**config.mk**
```make
export PLATFORM = sky130hd
export DESIGN_NAME = imm_ext_stage
export DESIGN_NICKNAME = d
export VERILOG_FILES = /design/src/rtl/imm_ext_stage_pkg.sv /design/src/rtl/imm_ext_core.sv /design/src/rtl/imm_ext_stage.sv
export SDC_FILE = /design/constraint.sdc
export NUM_CORES = 1
export LEC_CHECK = 0
export CORE_ASPECT_RATIO = 1.2
export CORE_MARGIN = 5
export CORE_UTILIZATION = 48
export CTS_CLUSTER_SIZE = 12
export DETAILED_ROUTE_END_ITERATION = 10
export PLACE_DENSITY_LB_ADDON = 0.15
export SLEW_MARGIN = 20
export SYNTH_ARGS = -nofsm -noshare
export SYNTH_HDL_FRONTEND = slang
export SYNTH_SLANG_ARGS = --single-unit
```
**constraint.sdc**
```tcl
create_clock -name clk -period 1.2 [get_ports clk]
set_clock_uncertainty 0.05 [all_clocks]
set_input_delay 0.18 -clock clk [delete_from_list [all_inputs] [get_ports clk]]
set_output_delay 0.18 -clock clk [all_outputs]
set_load 0.005 [all_outputs]
```
**src/rtl/imm_ext_stage_pkg.sv**
```systemverilog
// Shared immediate-extension mode codes for the decode/execute boundary.
// Latency: n/a (constants only).
// Backpressure: n/a.
package imm_ext_stage_pkg;

  // Width of the extension-mode field carried with each instruction
  localparam int EXTM_len = 3;

  localparam logic [EXTM_len-1:0] EXTM_ZERO   = 3'd0;
  localparam logic [EXTM_len-1:0] EXTM_SIGN   = 3'd1;
  localparam logic [EXTM_len-1:0] EXTM_HIGH   = 3'd2;
  localparam logic [EXTM_len-1:0] EXTM_SHIFT  = 3'd3;
  localparam logic [EXTM_len-1:0] EXTM_BRANCH = 3'd4;

endpackage

```
**src/rtl/imm_ext_core.sv**
```systemverilog
// Combinational immediate extension: mode + raw immediate -> OUT_W operand.
// Latency: 0 cycles (pure combinational).
// Backpressure: none; IMM_EXT_BRANCH_EN enables the BRANCH (sext << 2) mode.
module imm_ext_core
  import imm_ext_stage_pkg::*;
#(
  parameter int IN_W      = 16,
  parameter int OUT_W     = 32,
  parameter int SHAMT_LSB = 6,
  parameter int SHAMT_W   = 5
) (
  input  logic [EXTM_len-1:0] mode,
  input  logic [IN_W-1:0]     imm,
  output logic [OUT_W-1:0]    data
);

`ifdef IMM_EXT_BRANCH_EN
  logic [OUT_W-1:0] sext;
  assign sext = {{(OUT_W-IN_W){imm[IN_W-1]}}, imm};
`endif

  // Select the extended operand; unused codes fall back to zero extension
  always_comb begin
    data = {{(OUT_W-IN_W){1'b0}}, imm};
    case (mode)
      EXTM_SIGN:   data = {{(OUT_W-IN_W){imm[IN_W-1]}}, imm};
      EXTM_HIGH:   data = {imm, {(OUT_W-IN_W){1'b0}}};
      EXTM_SHIFT:  data = {{(OUT_W-SHAMT_W){1'b0}}, imm[SHAMT_LSB +: SHAMT_W]};
`ifdef IMM_EXT_BRANCH_EN
      // Top two bits of the sign-extended value are dropped by the shift
      EXTM_BRANCH: data = {sext[OUT_W-3:0], 2'b00};
`endif
      default:     data = {{(OUT_W-IN_W){1'b0}}, imm};
    endcase
  end

endmodule

```
**src/rtl/imm_ext_stage.sv**
```systemverilog
// Registered immediate-extension stage between decode and execute, with tag sideband.
// Latency: 1 cycle from input transfer to out_valid when main is empty or draining.
// Backpressure: main + skid registers; in_ready = !skid_valid (registered, no out_ready path).
// Build option: IMM_EXT_BRANCH_EN enables BRANCH mode in imm_ext_core.
module imm_ext_stage
  import imm_ext_stage_pkg::*;
#(
  parameter int IN_W      = 16,
  parameter int OUT_W     = 32,
  parameter int SHAMT_LSB = 6,
  parameter int SHAMT_W   = 5,
  parameter int TAG_W     = 5
) (
  input  logic                clk,
  input  logic                reset,
  input  logic                flush,
  input  logic                in_valid,
  output logic                in_ready,
  input  logic [EXTM_len-1:0] in_mode,
  input  logic [IN_W-1:0]     in_imm,
  input  logic [TAG_W-1:0]    in_tag,
  output logic                out_valid,
  input  logic                out_ready,
  output logic [OUT_W-1:0]    out_data,
  output logic [TAG_W-1:0]    out_tag
);

  logic [OUT_W-1:0] ext_data;
  logic             main_valid;
  logic [OUT_W-1:0] main_data;
  logic [TAG_W-1:0] main_tag;
  logic             skid_valid;
  logic [OUT_W-1:0] skid_data;
  logic [TAG_W-1:0] skid_tag;
  logic             accept;
  logic             main_free;

  // Extension happens before the registers so only results are stored
  imm_ext_core #(
    .IN_W      (IN_W),
    .OUT_W     (OUT_W),
    .SHAMT_LSB (SHAMT_LSB),
    .SHAMT_W   (SHAMT_W)
  ) u_core (
    .mode (in_mode),
    .imm  (in_imm),
    .data (ext_data)
  );

  assign in_ready  = ~skid_valid;
  assign accept    = in_valid & in_ready;
  // Main can take a new entry if it is empty or handing its entry downstream now
  assign main_free = ~main_valid | out_ready;

  // Main/skid update: reset beats flush, flush beats every transfer
  always_ff @(posedge clk) begin
    if (reset) begin
      main_valid <= 1'b0;
      main_data  <= '0;
      main_tag   <= '0;
      skid_valid <= 1'b0;
      skid_data  <= '0;
      skid_tag   <= '0;
    end else if (flush) begin
      main_valid <= 1'b0;
      skid_valid <= 1'b0;
    end else if (main_free) begin
      if (skid_valid) begin
        // Skid is older than anything upstream; in_ready was low so nothing is accepted
        main_valid <= 1'b1;
        main_data  <= skid_data;
        main_tag   <= skid_tag;
        skid_valid <= 1'b0;
      end else if (accept) begin
        main_valid <= 1'b1;
        main_data  <= ext_data;
        main_tag   <= in_tag;
      end else begin
        main_valid <= 1'b0;
      end
    end else if (accept) begin
      skid_valid <= 1'b1;
      skid_data  <= ext_data;
      skid_tag   <= in_tag;
    end
  end

  assign out_valid = main_valid;
  assign out_data  = main_data;
  assign out_tag   = main_tag;

endmodule

```
==> flow_summary_export.csv, run 1 <==
group,metric,value,unit
status,outcome,"complete, but fails checks",
status,violations,"negative setup slack",
power,clkPwrFrac,30.8,%
setup_path,reg2regPathDepth,6,
sta,setup_viol,77,
route,drt-initial-drc-count,543,
placement,placed_area,4750,sq um
power,max-vdd-ir-drop,922,uV
floorplan,core_area,7750,sq um
floorplan,dieArea,9880,sq um
setup_path,cp.arrival,1720,ps
layout,mostFrequentLayoutCells,"a21oi_1, dfxtp_1, buf_4",
sta,rsz0062_at_grt,"true",
sta,post-route-min-period,1510,ps
min_path,hp-start,"reset",
route,firstDrtPassIters,5,
clock_network,path_clk_slew,80,ps
yosys,postSynthAreaPerCell,9.12,sq um
clock_network,numCtsBuffers,9,
power,p_leak,2.19,nW
placement,gp_congestion,0.813,
setup_path,rr_endpoint,"skid_data[31]",
global_routing,antenna_found_initial,0,
setup_path,critPathMaxStageDelay,350,ps
sta,slew_viol_final,0,
layout,nets,559,
power,power_density,948,nW/um^2
floorplan,ios,68,
layout,final_cells,626,
route,avgViaCountPerCell,6.90,
setup_path,r2r-start,"out_valid",
sta,max_freq,0.663,GHz
setup_path,critPathMaxFanout,5,
yosys,synth-seq-area-share,39.7,%
min_path,hold_path_depth,2,
power,comb_power_share,22.9,%
clock_network,htree_levels,3,
clock_network,root_buffer,"clkbuf_8",
clock_network,cts_hold_buf,0,
route,wl_per_cell,24.4,um
placement,dp_slack,-637,ps
floorplan,dieWidth,91.6,um
layout,areaGrowthSynthToFinish,59.6,%
yosys,synth_seq_cells,76,
clock_network,cts.path.max_buffers,2,
power,internal_power,4.10,mW
floorplan,die_h,108,um
global_routing,grt_pass1_vias,3699,
power,swShare,29.2,%
clock_network,clk_latency,350,ps
setup_path,critPathKind,"reg -> reg",
setup_path,path_delay_family,"buffers and inverters",
placement,dpl.hpwl,7.05,mm
sta,worst_slew_pin_slew,339,ps
setup_path,cp-start-kind,"flop",
yosys,syn_inst,420,
sta,fin_ws,-308,ps
global_routing,grt_overflow,0,
min_path,min_to,"skid_data[4]",
route,dr_wl_met2,7.44,mm
global_routing,grt_max_degree,37,
route,drt-total-wl,15.3,mm
placement,port_buffers,67,
min_path,hold_class,"in -> reg",
sta,hold_viol,0,
global_routing,grt_first_pass_wirelength,19.5,mm
yosys,syn-cell-area,3830,sq um
setup_path,path_cells,"buf_6, and4bb_4, buf_12, buf_16, nand4_1, a21oi_1",
flow_run,maxCapViolCount,0,
clock_network,cts_num_sinks,76,
yosys,synth_warnings,0,
clock_network,tritoncts,"built",
layout,drive_above_1_share,43.1,%
placement,placed_cells,570,
power,p_sw,1.69,mW
route,antenna_left,0,
floorplan,initial_core_util,49.4,%
setup_path,slowest_stage,"dfxtp_2",
setup_path,endpoint_kind,"flop",
layout,antenna_cells,0,
route,drc,0,
route,topRoutingLayerUsed,"met4",
global_routing,track_usage,24.9,%
route,wl_met1,5.29,mm
setup_path,r2r_setup_slack,-310,ps
yosys,yosysUniqueCellTypes,33,
route,vias,4321,
layout,finish.instance_area,6110,sq um
yosys,synth_nets,449,
setup_path,crit_required,1410,ps
floorplan,fp-row-count,35,
sta,maxSlewHeadroom,77.1,%
route,wl_met3,1.51,mm
setup_path,crit_buf_inv,3,
power,seq_power_share,46.3,%
sta,min_period_over_period,126,%
-- power by group through the flow --
stage | sequential, mW | combinational [mW] | clock, mW
after floorplan | 2.72 | 0.482 | 0
after global placement | 2.71 | 0.927 | 0
after detailed placement | 2.72 | 0.933 | 0
after CTS | 2.66 | 1.05 | 1.77
after global routing | 2.69 | 1.38 | 1.91
final | 2.68 | 1.33 | 1.78
-- worst reg2reg max path, delay by kind of cell, from the launching register on --
family / cells / cell delay, ps
buf+inv: 3 / 410
simple gates: 2 / 390
compound gates: 1 / 220
flops: 1 / 350
-- what timing repair did --
action / CTS / global route
buffers inserted: 12 / 13
gates resized for setup: 113 / 101
endpoints found under the setup margin: 113 / 94
pin swaps: 14 / 41
cloned: 8 / 9
-- state kept, by name, summed over array words and instances (netlist names) --
register / count
skid_data: 32
out_valid: 1
skid_valid: 1
skid_tag: 5
out_tag: 5
out_data: 32
-- how the worst max path moves through the flow --
stage               startpoint            end  slack, ps  depth (start not counted)
CTS                 skid_valid   out_data[13]       -170                          5
global placement    in_mode[2]    out_data[2]       -610                          6
detailed placement    in_valid   out_data[24]       -640                          4
global route         out_valid  skid_data[31]       -340                          6
finish               out_valid  skid_data[31]       -310                          6
floorplan           skid_valid    out_data[0]        -20                          5
-- through the flow --
step	setup TNS (ps)	utilization [%]	total power [mW]	hold slack, ps
finish	-11090	78.9	5.79	150
global route	-13820	78.9	5.98	137
CTS	-6510	69.7	5.48	114
detailed placement	-39960	61.3	3.65	414
global placement	-40100	61.3	3.64	406
floorplan	-418	-	3.20	278
-- Yosys cell counts, drive strengths merged --
master	count	share of area, %
xor2	1	0.23
nor4bb	9	2.4
a311oi	27	9.4
inv	8	0.78
nor4	1	0.16
dfxtp	76	40
nand4bb	1	0.29
nand3	17	2.2
and4b	5	1.3
mux2i	5	1.3
o21ai	47	6.1
nand2b	2	0.33
o21ba	1	0.42
nor2b	1	0.16
and2	1	0.23
buf	32	5.7
and4bb	8	2.6
nand4	12	2.0
o2111ai	5	1.1
clkbuf	22	2.2
a21oi	74	9.7
a211oi	16	3.8
o211ai	15	2.9
nor2	2	0.20
o32ai	5	2.1
nand2	27	2.6
-- final cells by class --
class                           count  area (sq um)
Clock inverter                      4          26.3
Clock buffer                       11           141
Multi-Input combinational cell    283          2430
Tap cell                           92           115
Sequential cell                    76          1560
Fill cell                         475          1640
Timing Repair Buffer              152          1800
Inverter                            8          35.0
-- metal layers --
layer | vias to the layer above | GRT usage (%)
li1 | 1839 | -
met1 | 2075 | 30.0
met2 | 314 | 43.3
met3 | 93 | 4.48
met4 | 0 | 10.3
met5 | - | 0
-- kinds of logic (layout without fill, tap and decap cells) --
group           count (synthesis)  count (layout)  synth area share [%]
buf+inv                        62             175                  8.62
compound gates                190             190                  35.7
flops                          76              76                  39.7
simple gates                   86              87                  14.5
mux                             5               5                  1.31
xor+xnor                        1               1                 0.229
Note: power is estimated with default switching activity, not from simulation.
==> run 2, diff against run 1 <==
- GPL_TIMING_DRIVEN: default -> 0
==> run 2 against run 1 <==
  * Clock power rose by 14%
  * Critical path depth did not move
  * Worst setup slack improved by 49 ps
  * Non-clock buffer count fell by 9
  * Register-to-register slack improved by 50 ps
  * Combinational power fell by 16%
  * Critical path type unchanged
  * Fmax rose by 3.3%
  * The flow still finishes with violations (negative setup slack)
  * Die area did not move
==> flow_summary_export.csv, run 2 (synthesis results as in run 1) <==
group,metric,value,unit
sta,post-route-min-period,1460,ps
setup_path,critPathKind,"reg -> reg",
setup_path,cp-start-kind,"flop",
clock_network,path_clk_slew,80,ps
clock_network,cts_num_sinks,76,
clock_network,htree_levels,3,
floorplan,core_area,7750,sq um
floorplan,die_h,108,um
setup_path,crit_top_cell,"buf_6",
global_routing,grt_max_degree,14,
layout,areaGrowthSynthToFinish,49.1,%
setup_path,endpoint_kind,"flop",
layout,drive_above_1_share,44.4,%
placement,dp_slack,-716,ps
layout,antenna_cells,0,
route,drt-total-wl,13.2,mm
layout,nets,549,
placement,dpl.hpwl,8.63,mm
power,p_total,5.83,mW
power,internal_power,4.18,mW
floorplan,initial_core_util,49.4,%
clock_network,cts.path.max_buffers,2,
sta,hold_viol,0,
floorplan,ios,68,
power,power_density,1020,nW/um^2
status,outcome,"complete, but fails checks",
sta,maxSlewHeadroom,40.1,%
floorplan,dieArea,9880,sq um
clock_network,cts_hold_buf,0,
global_routing,grt_pass1_vias,4024,
layout,mostFrequentLayoutCells,"dfxtp_1, a21oi_1, dfxtp_2",
sta,rsz0062_at_grt,"true",
route,vias,3992,
sta,slew_viol_final,0,
status,violations,"negative setup slack",
setup_path,critPathMaxFanout,8,
route,drc,0,
sta,worst_slew_pin_slew,898,ps
placement,gp_congestion,0.911,
global_routing,grt_first_pass_wirelength,20.9,mm
placement,port_buffers,65,
route,avgViaCountPerCell,6.47,
sta,min_period_over_period,122,%
setup_path,crit_required,1370,ps
power,seq_power_share,46.0,%
route,firstDrtPassIters,5,
route,antenna_left,0,
flow_run,maxCapViolCount,0,
clock_network,tritoncts,"built",
setup_path,cp.arrival,1620,ps
global_routing,track_usage,27.0,%
layout,final_common_cell,"dfxtp_1",
power,p_leak,1.98,nW
route,drt-initial-drc-count,364,
clock_network,root_buffer,"clkbuf_8",
setup_path,r2r_setup_slack,-260,ps
power,comb_power_share,19.1,%
layout,nFillCells,569,
layout,fin_util,73.7,%
global_routing,grt_overflow,0,
setup_path,path_cells,"buf_6, o21ba_4, buf_8, buf_6, a21oi_1, a311oi_2",
global_routing,antenna_found_initial,0,
setup_path,path_delay_family,"compound AO/OA/AOI/OAI gates",
setup_path,slowest_stage,"dfxtp_4",
power,p_sw,1.65,mW
sta,fin_ws,-259,ps
setup_path,crit_buf_inv,3,
min_path,hold_class,"in -> reg",
route,wl_per_cell,21.5,um
floorplan,fp-row-count,35,
power,max-vdd-ir-drop,649,uV
sta,setup_viol,75,
power,swShare,28.3,%
sta,max_freq,0.686,GHz
sta,whs,106,ps
floorplan,dieWidth,91.6,um
setup_path,critPathMaxStageDelay,380,ps
power,clkPwrFrac,34.8,%
clock_network,clk_latency,360,ps
clock_network,numCtsBuffers,9,
## run 2: cell count changes in the layout (fill, tap and decap cells not counted), moves of 6 or more
cell       change
o21ai_0        -8
a21oi_2       +14
buf_12        -14
a21oi_1       -11
clkbuf_1      +13
clkbuf_16      -6
buf_4         -19
## run 2: per-stage QoR
stage	cells	instance area, sq um	TNS (ps)
3_3_place_gp	577	4610	-44830
3_5_place_dp	577	4610	-46130
6_report	617	5710	-14880
4_1_cts	608	5420	-11970
2_1_floorplan	420	3840	-418
5_1_grt	617	5710	-18380
## run 2: area by class of cell
type | instances | area (sq um) | area share, %
clock inverters | 6 | 63.8 | 1.12
clock buffers | 10 | 138 | 2.41
flip-flops and latches | 76 | 1570 | 27.5
repair buffers | 90 | 891 | 15.6
well taps | 92 | 115 | 2.02
plain buffers | 53 | 480 | 8.41
multi-input cells | 282 | 2420 | 42.4
inverters | 8 | 32.5 | 0.570
## run 2: power by group through the flow
stage	sequential, mW	clock (mW)	combinational, mW
after detailed placement	2.71	0	0.904
after global routing	2.69	2.15	1.18
after floorplan	2.72	0	0.482
final	2.68	2.03	1.12
after CTS	2.67	2.04	1.01
after global placement	2.71	0	0.894
## run 2: worst reg2reg max path: stages (launching register included)
cell	delay [ps]
dfxtp_4	380
buf_6	130
o21ba_4	200
buf_8	160
buf_6	150
a21oi_1	190
a311oi_2	70
## run 2: metal layers
metal	GRT usage (%)	routed length, um	vias up
met3	3.99	784	51
met1	32.3	5300	1918
met2	45.2	6570	215
met4	16.6	586	0
met5	0	0	-
li1	-	-	1808
## run 2: worst paths after layout
path,startpoint,to,depth (start not counted)
min reg2reg,skid_data[27],skid_data[27],2
min,flush,skid_tag[1],3
max,skid_valid,out_data[14],6
max reg2reg,skid_valid,out_data[14],6
## run 2: timing repair
item,CTS,global route
buffers inserted,12,9
endpoints found under the hold margin,0,0
pin swaps,24,24
setup endpoints to repair,115,94
gates cloned,4,2
gates resized for setup,212,59
